File: config.mk
export PLATFORM = sky130hd
export DESIGN_NAME = dw3_22_gen_flat
export DESIGN_NICKNAME = d
export VERILOG_FILES = /design/src/rtl/dw3_22_if.sv /design/src/rtl/dw3_22_gen.sv /design/src/flat_wrapper.sv
export SDC_FILE = /design/constraint.sdc
export NUM_CORES = 1
export LEC_CHECK = 0
export ABC_AREA = 0
export CAP_MARGIN = 20
export CORE_MARGIN = 10
export CORE_UTILIZATION = 50
export CTS_BUF_LIST = sky130_fd_sc_hd__clkbuf_8
export CTS_CLUSTER_SIZE = 14
export DETAILED_ROUTE_END_ITERATION = 16
export GPL_TIMING_DRIVEN = 0
export PLACE_DENSITY_LB_ADDON = 0.3
export SETUP_SLACK_MARGIN = 0.15
export SLEW_MARGIN = 30
export SYNTH_ARGS = -nofsm -noshare
export SYNTH_HDL_FRONTEND = slang
export SYNTH_SLANG_ARGS = --single-unit
File: constraint.sdc
create_clock -name clk -period 5.8 [get_ports clk]
set_input_delay 1.16 -clock clk [delete_from_list [all_inputs] [get_ports clk]]
set_output_delay 1.16 -clock clk [all_outputs]
set_load 0.01 [all_outputs]
File: src/rtl/dw3_22_if.sv
// dw3_22_if: request/result bundle between a requester and the w3_22 delta-weight generator
// start/delta/act flow master->slave; busy/dw/dw_valid flow slave->master.
interface dw3_22_if #(parameter int WIDTH = 16);
    logic             start;
    logic [WIDTH-1:0] delta;
    logic [WIDTH-1:0] act;
    logic             busy;
    logic [WIDTH-1:0] dw;
    logic             dw_valid;
    modport master (output start, delta, act, input busy, dw, dw_valid);
    modport slave (input start, delta, act, output busy, dw, dw_valid);
endinterface

File: src/rtl/dw3_22_gen.sv
// dw3_22_gen: computes dw = -(ETA * delta * act) for w3_22 using a sequential shift-add multiplier
// Ports: clk, reset (async, active-high); bus.slave carries start, delta, act in and busy, dw, dw_valid out.
// The result lands 33 edges after the accepting edge; dw holds between results.
module dw3_22_gen #(
    parameter int WIDTH = 16,
    parameter int FRAC = 10,
    parameter logic signed [WIDTH-1:0] ETA = 16'sb00_0000_0100_0000_00
) (
    input logic clk,
    input logic reset,
    dw3_22_if.slave bus
);
    localparam int W2 = 2 * WIDTH;
    localparam int CW = $clog2(WIDTH);
    localparam logic [WIDTH-1:0] ETA_MAG = ETA[WIDTH-1] ? WIDTH'(-ETA) : WIDTH'(ETA);
    typedef enum logic [1:0] {IDLE, MUL_A, MUL_B, OUT} state_t;
    state_t           state_q, state_d;
    logic [CW-1:0]    cnt_q, cnt_d;
    logic [WIDTH-1:0] mcand_q, mcand_d;
    logic [WIDTH-1:0] mplier_q, mplier_d;
    logic [W2-1:0]    acc_q, acc_d;
    logic             sign_q, sign_d;
    logic [WIDTH-1:0] dw_q, dw_d;
    logic             dw_valid_q, dw_valid_d;
    logic [W2-1:0]    prod, shifted, lim;
    logic [WIDTH-1:0] mag;
    // Magnitude as unsigned WIDTH bits, so the most negative value maps to 2^(WIDTH-1).
    function automatic logic [WIDTH-1:0] mag_of(input logic [WIDTH-1:0] x);
        return x[WIDTH-1] ? -x : x;
    endfunction
    // Datapath works on magnitudes; the limit is 2^(WIDTH-1) for a negative result, one less otherwise,
    // so the stored magnitude plus sign_q always describes a saturated signed value.
    always_comb begin
        prod = acc_q + (mplier_q[0] ? (W2'(mcand_q) << cnt_q) : '0);
        shifted = prod >> FRAC;
        lim = sign_q ? (W2'(1) << (WIDTH - 1)) : (W2'(1) << (WIDTH - 1)) - W2'(1);
        mag = shifted > lim ? lim[WIDTH-1:0] : shifted[WIDTH-1:0];
    end
    always_comb begin
        state_d = state_q;
        cnt_d = cnt_q;
        mcand_d = mcand_q;
        mplier_d = mplier_q;
        acc_d = acc_q;
        sign_d = sign_q;
        dw_d = dw_q;
        dw_valid_d = 1'b0;
        case (state_q)
            IDLE: if (bus.start) begin
                mcand_d = mag_of(bus.delta);
                mplier_d = mag_of(bus.act);
                sign_d = bus.delta[WIDTH-1] ^ bus.act[WIDTH-1];
                acc_d = '0;
                cnt_d = '0;
                state_d = MUL_A;
            end
            MUL_A, MUL_B: begin
                acc_d = prod;
                mplier_d = mplier_q >> 1;
                cnt_d = cnt_q + 1'b1;
                if (cnt_q == CW'(WIDTH - 1)) begin
                    acc_d = '0;
                    mcand_d = mag;
                    if (state_q == MUL_A) begin
                        mplier_d = ETA_MAG;
                        sign_d = sign_q ^ ETA[WIDTH-1];
                        state_d = MUL_B;
                    end else begin
                        state_d = OUT;
                    end
                end
            end
            OUT: begin
                // Negating p2: a negative p2 of full magnitude clips to the positive maximum.
                dw_d = sign_q ? (mcand_q[WIDTH-1] ? {1'b0, {(WIDTH-1){1'b1}}} : mcand_q) : -mcand_q;
                dw_valid_d = 1'b1;
                state_d = IDLE;
            end
            default: state_d = IDLE;
        endcase
    end
    always_ff @(posedge clk or posedge reset) begin
        if (reset) begin
            state_q <= IDLE;
            cnt_q <= '0;
            mcand_q <= '0;
            mplier_q <= '0;
            acc_q <= '0;
            sign_q <= 1'b0;
            dw_q <= '0;
            dw_valid_q <= 1'b0;
        end else begin
            state_q <= state_d;
            cnt_q <= cnt_d;
            mcand_q <= mcand_d;
            mplier_q <= mplier_d;
            acc_q <= acc_d;
            sign_q <= sign_d;
            dw_q <= dw_d;
            dw_valid_q <= dw_valid_d;
        end
    end
    assign bus.busy = state_q != IDLE;
    assign bus.dw = dw_q;
    assign bus.dw_valid = dw_valid_q;
endmodule

File: src/flat_wrapper.sv
// flat-port wrapper written by rule: the top's interface ports become plain ports
module dw3_22_gen_flat 
#(
    parameter int WIDTH = 16,
    parameter int FRAC = 10,
    parameter logic signed [WIDTH-1:0] ETA = 16'sb00_0000_0100_0000_00
)
  (clk, reset, bus_start, bus_delta, bus_act, bus_busy, bus_dw, bus_dw_valid);
  dw3_22_if #(.WIDTH(WIDTH)) bus_i ();
  input logic clk;
  input logic reset;
  input wire logic [$bits(bus_i.start)-1:0] bus_start;
  input wire logic [$bits(bus_i.delta)-1:0] bus_delta;
  input wire logic [$bits(bus_i.act)-1:0] bus_act;
  output wire logic [$bits(bus_i.busy)-1:0] bus_busy;
  output wire logic [$bits(bus_i.dw)-1:0] bus_dw;
  output wire logic [$bits(bus_i.dw_valid)-1:0] bus_dw_valid;
  assign bus_i.start = bus_start;
  assign bus_i.delta = bus_delta;
  assign bus_i.act = bus_act;
  assign bus_busy = bus_i.busy;
  assign bus_dw = bus_i.dw;
  assign bus_dw_valid = bus_i.dw_valid;
  dw3_22_gen #(.WIDTH(WIDTH), .FRAC(FRAC), .ETA(ETA)) u_core (.clk(clk), .reset(reset), .bus(bus_i));
endmodule
==> reports/qor.yml, run 1 <==
n_fill_cell: 1342
synth_area_um2: 7965
startpoint_type: "flip-flop"
overflow: 0
cpMostUsedCell: "a21oi_2"
wirelength_mm: 24.28
core_um2: 15770
grt_pass1_vias: 7258
power_mw: 5.585
syn_to_final_growth_pct: 23.19
arrival_ps: 5950
crit_fanout: 7
cts_buffers: 9
skew_ps: 16.67
num_antenna_cells: 0
ir_drop_mv: 0.2466
synthMostInstantiatedCell: "nand2_1"
viasPerCell: 6.059
criticalPathCategory: "reg2reg"
drive_gt1_share_pct: 18.95
hold_viol: 0
tightest_slew_ps: 793.0
fmax_mhz: 176.6
ios: 53
cts_tree: "yes"
outcome: "finished clean"
postSynthCellCount: 954
ys_seq_area_share_pct: 27.65
grt_use_total_pct: 21.01
fin_util_pct: 62.22
synth_area_per_cell_um2: 8.349
rsz0062_at_grt: "true"
synth_fp_nets: 1044
pre_cts_ws_ps: -944.6
slew_violations: 0
p_leak_nw: 4.145
drv_cap: 0
die_h_um: 146.2
cpPeakStageDelay_ps: 510
cts_buffer_depth: 2
antenna_found_initial: 0
dr.first_iter.drc_count: 671
synth.area.top_cells: "dfrtp_1 28%, ha_1 8.5%, o21ai_0 6.8%"
gp_congestion: 0.9726
htreeDepth: 3
finalWorstSetupSlack_ps: 139.0
setup_viol_count_final: 0
end_kind: "flip-flop"
hold_ws_ps: 494.4
ys_seq_elements: 88
yosysWarnings: 0
insertion_delay_ps: 400
dieArea_um2: 21380
ys_async_sr_fraction_pct: 100.0
layout.nets: 1151
holdBufCountCts: 0
ys.flop_type: "dfrtp_1"
post-dp-hpwl_mm: 17.46
crit_slowest_cell: "or4_1"
cts.sinks: 88
core.rowCount: 46
root_buffer: "clkbuf_8"
start_util_pct: 50.51
cp.required_ps: 6090
synth-edff-count: 0
drc: 0
timing.final.crit_share_pct: 97.60
grt_pass1_wl_mm: 37.30
synth_top_area_cell: "dfrtp_1"
cts.clk_slew.worst_paths_ps: 100
post_drt_wl_per_cell_um: 18.94
die_x_um: 146.2
grt_max_degree: 48
port_buffers: 51
powerDensity_nw_per_um2: 569.2
ys_types: 82
synth_common_cells: "118 x nand2_1, 108 x o21ai_0, 88 x dfrtp_1"
synth_top_area_share_pct: 27.65
min_path_type: "reg2reg"
drt_pre_antenna_iters: 6
ant_nets: 0
slew_headroom_pct: 47.13
min_period_ps: 5661
vias: 7768
state kept, by name (all words and copies together) (netlist names):
signal,flops
u_core.bus.dw_valid,1
u_core.mcand_q,16
u_core.mplier_q,16
u_core.cnt_q,4
u_core.acc_q,32
u_core.bus.dw,16
u_core.sign_q,1
u_core.state_q,2
metrics by stage:
stage | TNS [ps] | area [um2] | cells
CTS | 0 | 9407 | 1262
floorplan | 0 | 7969 | 954
finish | 0 | 9812 | 1282
global route | -2008 | 9812 | 1282
global placement | -14230 | 8750 | 1221
detailed placement | -14100 | 8782 | 1222
layer usage:
metal,global-route usage [%],vias up,routed length [um]
li1,-,3673,-
met1,27.15,3756,10510
met2,33.28,282,11390
met3,3.523,57,1485
met4,10.36,0,893
met5,0,-,0
path summary, 6_finish.rpt:
| path | from | end | slack [ps] | cells after the start |
|---|---|---|---|---|
| min | u_core.mplier_q[8] | u_core.mplier_q[8] | 490 | 2 |
| max | u_core.cnt_q[1] | u_core.mcand_q[15] | 140 | 29 |
| max in group asynchronous | reset | u_core.acc_q[9] | 4070 | 3 |
| max reg2reg | u_core.cnt_q[1] | u_core.mcand_q[15] | 140 | 29 |
| min in group asynchronous | reset | u_core.mplier_q[15] | 1140 | 2 |
| min reg2reg | u_core.mplier_q[8] | u_core.mplier_q[8] | 490 | 2 |
power breakdown:
group | internal [mW] | total (mW) | switching [mW]
clock | 0.217 | 0.485 | 0.269
combinational | 1.69 | 4.09 | 2.40
sequential | 0.844 | 1.01 | 0.164
critical path, delay by kind of cell (launching register included):
kind / cells / cell delay, ps
AO/OA/AOI/OAI: 11 / 1840
buffers and inverters: 5 / 610
AND/OR/NAND/NOR: 8 / 1480
adder cells (fa/ha/maj): 2 / 520
XOR/XNOR: 1 / 210
flip-flops: 1 / 410
multiplexers: 2 / 450
layout make-up:
class / count / area (um2) / area share (%)
multi-input cells: 757 / 5562 / 56.68
flip-flops and latches: 88 / 2205 / 22.47
repair buffers: 96 / 948.4 / 9.666
plain buffers: 66 / 450.4 / 4.591
well taps: 216 / 270.3 / 2.754
inverters: 43 / 166.4 / 1.696
clock buffers: 10 / 137.6 / 1.403
clock inverters: 6 / 72.57 / 0.7396
logic make-up (layout without fill, tap and decap cells):
logic type | Yosys count | after routing | synth area share (%)
compound gates | 305 | 305 | 25.40
xor+xnor | 65 | 65 | 7.147
fa+ha+maj | 55 | 55 | 8.734
buf+inv | 109 | 221 | 6.362
flops | 88 | 88 | 27.65
mux | 43 | 43 | 6.472
simple gates | 289 | 289 | 18.24
repair_timing:
item,in CTS,in global routing
setup endpoints to repair,16,16
gates resized for setup,55,53
cloned,2,1
pin swaps,17,22
setup buffers,22,19
layout by cell type, fill, tap and decap left out, drive strengths merged, types with 18 or more instances in the layout:
cell type / Yosys / routed
a211oi: 22 / 22
o21ai: 115 / 115
buf: 22 / 67
mux2i: 20 / 20
ha: 54 / 54
nand3: 23 / 23
xnor2: 43 / 43
dfrtp: 88 / 88
mux2: 18 / 18
nor2: 55 / 55
clkdlybuf4s50: 0 / 51
clkbuf: 42 / 52
a21oi: 64 / 64
inv: 43 / 46
nor3: 18 / 18
xor2: 22 / 22
nand2: 118 / 118
Power figures use the tool's default switching activity.
==> run 2, diff against run 1 <==
--- a/config.mk
+++ b/config.mk
@@ -13,7 +13,7 @@
 export CTS_CLUSTER_SIZE = 14
 export DETAILED_ROUTE_END_ITERATION = 16
 export GPL_TIMING_DRIVEN = 0
-export PLACE_DENSITY_LB_ADDON = 0.3
+export PLACE_DENSITY = 0.76
 export SETUP_SLACK_MARGIN = 0.15
 export SLEW_MARGIN = 30
 export SYNTH_ARGS = -nofsm -noshare
==> run 2 against run 1 <==
Clock power rose by 2%. Via count decreased by 0.39%. Combinational power shrank 1%. Sequential power is essentially flat. Power decreased by 0.83%. Largest cell class unchanged.
==> reports/qor.yml, run 2 (synthesis gave the netlist of run 1 again) <==
outcome: "finished clean"
vias: 7738  # -0.39%
crit_slowest_cell: "or4_4"
p_seq_share_pct: 18.2  # +0.2 points
syn_to_final_growth_pct: 22.12
drt_pre_antenna_iters: 6  # unchanged
rsz0062_at_grt: "true"
holdBufCountCts: 0  # unchanged
place_inst: 1222  # unchanged
tightest_slew_ps: 897.0  # +103.9 ps
core_um2: 15770  # unchanged
min_period_ps: 5774  # +113.0 ps
timing.final.crit_share_pct: 99.55  # +1.9 points
drc: 0  # unchanged
skew_ps: 10.55  # -6.122 ps
hold_ws_ps: 494.7  # +0.3340 ps
ios: 53  # unchanged
ant_nets: 0  # unchanged
grt_use_total_pct: 20.49  # -0.52 points
p_leak_nw: 4.138  # -0.17%
slew_headroom_pct: 40.20  # -6.9 points
dieArea_um2: 21380  # unchanged
startpoint_type: "flip-flop"
powerDensity_nw_per_um2: 569.4  # about the same
grt_pass1_wl_mm: 36.63  # -1.8%
antenna_found_initial: 0  # unchanged
cts_buffers: 9  # unchanged
grt_max_degree: 62  # +29%
arrival_ps: 6030  # +80 ps
post-dp-hpwl_mm: 17.26  # -1.2%
largest_reg_flops: 32  # unchanged
viasPerCell: 6.050  # -0.15%
p_sw_mw: 2.779  # -2.0%
p_sw_share_pct: 50.18  # -0.61 points
num_antenna_cells: 0  # unchanged
cts.sinks: 88  # unchanged
dr.first_iter.drc_count: 647  # -3.6%
port_buffers: 51  # unchanged
wirelength_mm: 23.27  # -4.2%
p_int_mw: 2.759  # +0.39%
cp.required_ps: 6060  # -30 ps
mostFrequentLayoutCells: "118 x nand2_1, 101 x o21ai_0, 87 x dfrtp_1"
criticalPathCategory: "reg2reg"
stdcell_count: 1279  # -0.23%
insertion_delay_ps: 390  # about the same
mostFrequentLayoutCell: "nand2_1"
drv_cap: 0  # unchanged
cts_buffer_depth: 2  # unchanged
drive_gt1_share_pct: 18.16  # -0.79 points
gp_congestion: 0.9540  # -1.9%
start_util_pct: 50.51  # unchanged
p_clk_share_pct: 8.9  # +0.2 points
htreeDepth: 3  # unchanged
setup_viol_count_final: 0  # unchanged
grt_pass1_vias: 7309  # +0.70%
finalWorstSetupSlack_ps: 26.00  # -113.0 ps
largest-register: "u_core.acc_q"
die_x_um: 146.2  # unchanged
root_buffer: "clkbuf_8"
power_frac_comb_pct: 72.9  # -0.4 points
cts_tree: "yes"
post_drt_wl_per_cell_um: 18.19  # -4.0%
core.rowCount: 46  # unchanged
layout.nets: 1148  # -0.26%
min_path_type: "reg2reg"
ir_drop_mv: 0.2406  # -2.4%
fmax_mhz: 173.2  # -2.0%
crit_fanout: 5  # -2
overflow: 0  # unchanged
die_h_um: 146.2  # unchanged
cpPeakStageDelay_ps: 530  # +20 ps
pre_cts_ws_ps: -1079  # -134.6 ps
slew_violations: 0  # unchanged
end_kind: "flip-flop"
hold_viol: 0  # unchanged
cts.clk_slew.worst_paths_ps: 100  # about the same
-- run 2: cell types whose count changed in the layout (fill, tap and decap cells not counted), moves of 3 or more --
cell / delta
buf_8: -3
mux2i_1: +3
o21ai_1: -3
inv_6: -3
-- run 2: repair_timing --
action                                  4_1_cts  5_1_grt
pin swaps                                    18       24
endpoints found under the setup margin       16       16
resized for setup                            58       36
cloned                                        1        1
buffers inserted                             30        9
endpoints found under the hold margin         0        0
-- run 2: layout make-up --
type / instances / area (um2)
repair buffers: 93 / 899.6
well taps: 216 / 270.3
clock inverters: 6 / 92.59
inverters: 43 / 166.4
flip-flops and latches: 88 / 2203
plain buffers: 66 / 455.4
clock buffers: 10 / 137.6
multi-input cells: 757 / 5502
fillers: 1379 / 6043
-- run 2: power groups by stage --
stage / sequential, mW / clock, mW / combinational, mW
after floorplan: 0.984 / 0 / 2.43
after global placement: 1.00 / 0 / 3.31
after detailed placement: 1.01 / 0 / 3.36
after CTS: 0.998 / 0.496 / 3.72
after global routing: 1.03 / 0.519 / 4.37
final: 1.01 / 0.494 / 4.04
-- run 2: worst max-delay path, delay by kind of cell (launching register included) --
kind / cells / cell delay (ps)
AO/OA/AOI/OAI: 11 / 1770
AND/OR/NAND/NOR: 8 / 1510
buffers and inverters: 7 / 780
flip-flops: 1 / 480
adder cells (fa/ha/maj): 2 / 470
multiplexers: 2 / 440
XOR/XNOR: 1 / 200
-- run 2: per-stage QoR --
stage | util (%) | TNS (ps) | power (mW) | area [um2]
after detailed placement | 55.69 | -16240 | 4.375 | 8782
after floorplan | - | 0 | 3.411 | 7969
after global placement | 55.48 | -15310 | 4.315 | 8750
final | 61.68 | 0 | 5.539 | 9727
after CTS | 60.33 | 0 | 5.219 | 9514
after global routing | 61.68 | -3079 | 5.926 | 9727
-- run 2: layer usage --
metal / global-route usage, % / up-vias / part of all wire (%)
met5: 0 / - / 0
met4: 7.658 / 0 / 3.2
met3: 4.017 / 61 / 7.0
met2: 33.17 / 314 / 47
met1: 26.47 / 3695 / 43
li1: - / 3668 / -
-- run 2: path summary, 6_finish.rpt --
check | end | slack (ps) | cells past startpoint | from
worst max-delay path | u_core.mcand_q[7] | 30 | 31 | u_core.cnt_q[0]
worst min-delay path | u_core.mplier_q[2] | 490 | 2 | u_core.mplier_q[2]
worst max register to register | u_core.mcand_q[7] | 30 | 31 | u_core.cnt_q[0]
worst min register to register | u_core.mplier_q[2] | 490 | 2 | u_core.mplier_q[2]
max in group asynchronous | u_core.acc_q[2] | 4100 | 3 | reset
min in group asynchronous | u_core.mplier_q[11] | 1110 | 2 | reset
